**config.mk**
```make
export PLATFORM = sky130hd
export DESIGN_NAME = if_resp_discard_tracker
export DESIGN_NICKNAME = d
export VERILOG_FILES = /design/src/rtl/if_resp_discard_tracker.sv
export SDC_FILE = /design/constraint.sdc
export NUM_CORES = 1
export LEC_CHECK = 0
export BUFFER_PORTS_ARGS = -buffer_cell sky130_fd_sc_hd__buf_4
export CORE_AREA = 2 2 55 57
export DETAILED_ROUTE_END_ITERATION = 8
export DIE_AREA = 0 0 57 59
export GPL_TIMING_DRIVEN = 1
export PLACE_DENSITY = 0.78
export REMOVE_ABC_BUFFERS = 1
export SYNTH_ARGS = -nofsm -noshare
export SYNTH_HDL_FRONTEND = slang
export SYNTH_SLANG_ARGS = --single-unit
```
**constraint.sdc**
```tcl
create_clock -name clk -period 4.6 [get_ports clk]
set_clock_uncertainty 0.1 [all_clocks]
set_input_delay 0.23 -clock clk [delete_from_list [all_inputs] [get_ports clk]]
set_output_delay 0.23 -clock clk [all_outputs]
set_load 0.1 [all_outputs]
```
**src/rtl/if_resp_discard_tracker.sv**
```systemverilog
// Tracks accepted-but-unanswered instruction fetches and marks those in flight at a
// redirect as wrong-path, so their data_ok responses are dropped in arrival order.
module if_resp_discard_tracker #(
  parameter int MAX_OUT = 4,
  parameter int CNT_W   = 3,
  parameter int PERF_W  = 16
) (
  input  logic              clk,
  input  logic              rst,
  input  logic              flush,
  input  logic              req_fire,
  input  logic              resp_fire,
  input  logic              if_buf_valid,
  input  logic              if_to_id_fire,
  output logic              resp_discard,
  output logic              if_buf_kill,
  output logic              req_allow,
  output logic [CNT_W-1:0]  outstanding,
  output logic [CNT_W-1:0]  discard_cnt,
  output logic              drained,
  output logic              proto_err,
  output logic [PERF_W-1:0] discard_total
);

  localparam logic [CNT_W-1:0] MAX_C = CNT_W'(MAX_OUT);
  localparam logic [CNT_W-1:0] ONE_C = CNT_W'(1);

  logic [CNT_W-1:0]  outstanding_q, outstanding_d;
  logic [CNT_W-1:0]  discard_q, discard_d;
  logic              proto_err_q, proto_err_d;
  logic [PERF_W-1:0] total_q, total_d;
  logic              full, empty, inc, dec;

  function automatic logic [PERF_W-1:0] sat_inc(input logic [PERF_W-1:0] v);
    if (v == {PERF_W{1'b1}}) return v;
    return v + PERF_W'(1);
  endfunction

  always_comb begin
    full  = (outstanding_q == MAX_C);
    empty = (outstanding_q == '0);
    // A request at full is only absorbed when a response frees a slot the same cycle.
    inc   = req_fire & ~(full & ~resp_fire);
    dec   = resp_fire & ~empty;

    outstanding_d = outstanding_q;
    if (inc && !dec)      outstanding_d = outstanding_q + ONE_C;
    else if (!inc && dec) outstanding_d = outstanding_q - ONE_C;

    // Everything still in flight after this edge predates the redirect.
    discard_d = discard_q;
    if (flush)                          discard_d = outstanding_d;
    else if (resp_fire && discard_q != '0) discard_d = discard_q - ONE_C;

    resp_discard = resp_fire & (flush | (discard_q != '0));
    if_buf_kill  = flush & if_buf_valid & ~if_to_id_fire;

    proto_err_d = proto_err_q | (req_fire & full & ~resp_fire) | (resp_fire & empty);
    total_d     = resp_discard ? sat_inc(total_q) : total_q;
  end

  always_ff @(posedge clk) begin
    if (rst) begin
      outstanding_q <= '0;
      discard_q     <= '0;
      proto_err_q   <= 1'b0;
      total_q       <= '0;
    end else begin
      outstanding_q <= outstanding_d;
      discard_q     <= discard_d;
      proto_err_q   <= proto_err_d;
      total_q       <= total_d;
    end
  end

  assign outstanding   = outstanding_q;
  assign discard_cnt   = discard_q;
  assign drained       = (discard_q == '0);
  assign req_allow     = (outstanding_q != MAX_C);
  assign proto_err     = proto_err_q;
  assign discard_total = total_q;

endmodule

```
==> results.toml <==
[hold_path]
holdCritStartpoint = "flush"
hold_end = "discard_cnt[0]$_SDFFE_PP0P_"
holdPathStages = 2
min_path_type = "input port to flip-flop"

[setup_path]
critPathCaptureType = "output pin"
cp_slowest_cell = "or3b_2"
required_ns = 4.27
reg2reg_depth = 6
critPathLaunchType = "flip-flop"
path_class = "flip-flop to output pin"
cp_max_fo = 7
reg2reg_from = "discard_cnt[0]$_SDFFE_PP0P_"
arrival_ns = 2.01
crit_top_cell = "inv_1"
slowest_delay_ns = 0.54
crit_chain = "inv_1, ha_1, or3b_2, nand2_1, inv_1, buf_4"
reg2reg_setup_slack_ns = 2.43
r2r-end = "discard_total[7]$_SDFFE_PP0P_"

[floorplanning]
die_w_um = 57
ios = 34
die-area_mm2 = 0.003363
core.rowCount = 19
core_mm2 = 0.002710
start_util_pct = 53.37
die_y_um = 59

[power]
finalPower_uw = 677.4
p_leak_nw = 0.6595
powerDensity_mw_per_mm2 = 395.2
ir_drop_uv = 324.3

[synth]
syn_area_per_cell_um2 = 8.409
synth_cells = 172
synth.distinct_cells = 49
ys_warn_count = 0
yosys.area.top_type_share_pct = 31.83
yosysMostFrequentCell = "dfxtp_1"
async_flop_share_pct = 0
synth_top_cell_by_area = "dfxtp_1"
synthTopCellsByArea = "dfxtp_1 (32%), a21oi_1 (5.5%), ha_1 (5.2%), inv_1 (2.9%), nor3_1 (2.8%)"
synth_ff_type = "dfxtp_1"
synth-edff-count = 0
ys_ff_latch = 23
synth_area_mm2 = 0.001446
ys_top_cells_by_count = "dfxtp_1 (23), a21oi_1 (16), inv_1 (11)"
yosysSeqAreaShare_pct = 31.83

[cells_and_area]
areaGrowthSynthToFinish_pct = 18.51
fin_nets = 213
antenna_cells = 0
drive_gt1_share_pct = 23.12
multi_input_area_um2 = 898.4
nFillCells = 247
utilization_pct = 63.25
stdcell_count = 230
seq_area_um2 = 460.4

[status]
outcome = "completed"

[drt]
top_layer_used = "met4"
wl_per_cell_um = 15.32
ant_nets = 0
wl_met3_um = 135
drtIter0Drc = 41
firstDrtPassIters = 4
dr_total_vias = 1448
viasPerCell = 6.296
wl_met2_mm = 1.639
drc = 0
wl_met1_mm = 1.688
wl_mm = 3.523

[global_routing]
grt_pass1_vias = 1285
antenna_found_initial = 0
grt_max_degree = 26
grt.overflow.total = 0
grt_pass1_wl_mm = 5.747
grt_use_total_pct = 21.78

[sta]
worst_pin_slew_ns = 0.6457
setup_violations = 0
drv_slew = 0
rsz0062_at_grt = "false"
fin_crit_ns = 2.338
max_freq_mhz = 427.8
slew_headroom_pct = 56.59
fin_crit_sh_pct = 50.82
tns_ns = 0
finalHoldViolations = 0
layout_setup_ws_ns = 2.262

[clock_network]
clkTransAtPathRegs_ns = 0.13
clockBufferDepth = 2
numCtsBuffers = 3
holdBufCountCts = 0
ctsHtreeMaxLevel = 1
cts-root-buf = "clkbuf_4"
clkSinkCount = 23
clock_latency_ns = 0.32
tritoncts = "built"
cts_resized = 0
cts_setup_buffers = 0

[placement]
port_buffers = 33
placedCellCount = 226
preCtsSetupSlack_ns = 2.446
place.detailed.hpwl_mm = 2.538
finalWeightedCongestion = 0.8395

[run]
cap_viol_max_count = 0
-- through the flow --
stage	cell area [um2]	hold WS, ns
2_1_floorplan	1400	0.1991
3_3_place_gp	1687	0.3504
3_5_place_dp	1687	0.3663
4_1_cts	1714	0.06310
5_1_grt	1714	0.06779
6_report	1714	0.07557
-- per-layer routing --
layer  GRT usage, %  up-vias
met5              0        -
met4          11.30        0
met3          2.183        5
met2          34.65       41
met1          29.48      690
li1               -      712
-- layout by cell type (no fill, tap or decap), types with 2 or more instances in the layout --
cell type,n
ha_1,6
nand4_1,5
nor4_1,2
or4_1,4
or3b_2,2
a211oi_2,2
nor4b_1,2
a31oi_1,2
nor2b_1,4
and3_1,2
a21oi_1,16
inv_1,11
buf_4,33
a41oi_1,2
and4_1,3
o21ai_0,5
a211oi_1,4
nand2_1,10
o31ai_1,3
nand3_1,7
dfxtp_1,23
mux2_1,2
or3_1,3
o211ai_1,2
clkbuf_4,3
nor2_1,6
mux2i_1,2
a311oi_1,3
nand3b_1,4
nor3_1,8
-- worst max path at each step --
| stage | from | slack (ns) | depth (start not counted) | end |
|---|---|---|---|---|
| floorplan | outstanding[1]$_SDFF_PP0_ | 1.61 | 6 | discard_cnt[0]$_SDFFE_PP0P_ |
| global placement | discard_cnt[0]$_SDFFE_PP0P_ | 2.51 | 6 | discard_total[9]$_SDFFE_PP0P_ |
| detailed placement | discard_cnt[0]$_SDFFE_PP0P_ | 2.45 | 6 | discard_total[7]$_SDFFE_PP0P_ |
| CTS | discard_cnt[0]$_SDFFE_PP0P_ | 2.25 | 6 | resp_discard |
| global route | discard_cnt[0]$_SDFFE_PP0P_ | 2.14 | 6 | resp_discard |
| finish | discard_cnt[0]$_SDFFE_PP0P_ | 2.26 | 6 | resp_discard |
-- power breakdown --
group          leakage (nW)  total (mW)  switching (mW)  internal, mW
sequential            0.187       0.237          0.0208         0.216
combinational         0.455       0.344           0.253        0.0906
clock                0.0177      0.0967          0.0641        0.0326
-- registers in the layout, summed over array words and instances, names as in the netlist --
signal	count
discard_total	16
discard_cnt	3
proto_err	1
outstanding	3
-- critical path: cells and delay by family, from the launching register on --
| kind | cells | cell delay (ns) |
|---|---|---|
| adders and majority gates | 1 | 0.21 |
| buffers and inverters | 3 | 0.40 |
| DFF | 1 | 0.33 |
| and+or+nand+nor | 2 | 0.75 |
-- cell type report --
| type | count | area share (%) |
|---|---|---|
| multi-input cells | 128 | 52.41 |
| flip-flops and latches | 23 | 26.86 |
| inverters | 11 | 2.409 |
| clock buffers | 3 | 1.314 |
| clock inverters | 1 | 0.2920 |
| well taps | 31 | 2.263 |
| repair buffers | 33 | 14.45 |
-- logic make-up (layout without fill, tap and decap cells) --
family | count (synthesis) | in the layout | synth area share (%)
and+or+nand+nor | 71 | 71 | 31.49
AOI/OAI and AO/OA | 46 | 46 | 21.71
DFF | 23 | 23 | 31.83
buffers and inverters | 21 | 48 | 6.055
adders and majority gates | 6 | 6 | 5.190
muxes | 5 | 5 | 3.720
Note: power is estimated with default switching activity, not from simulation.
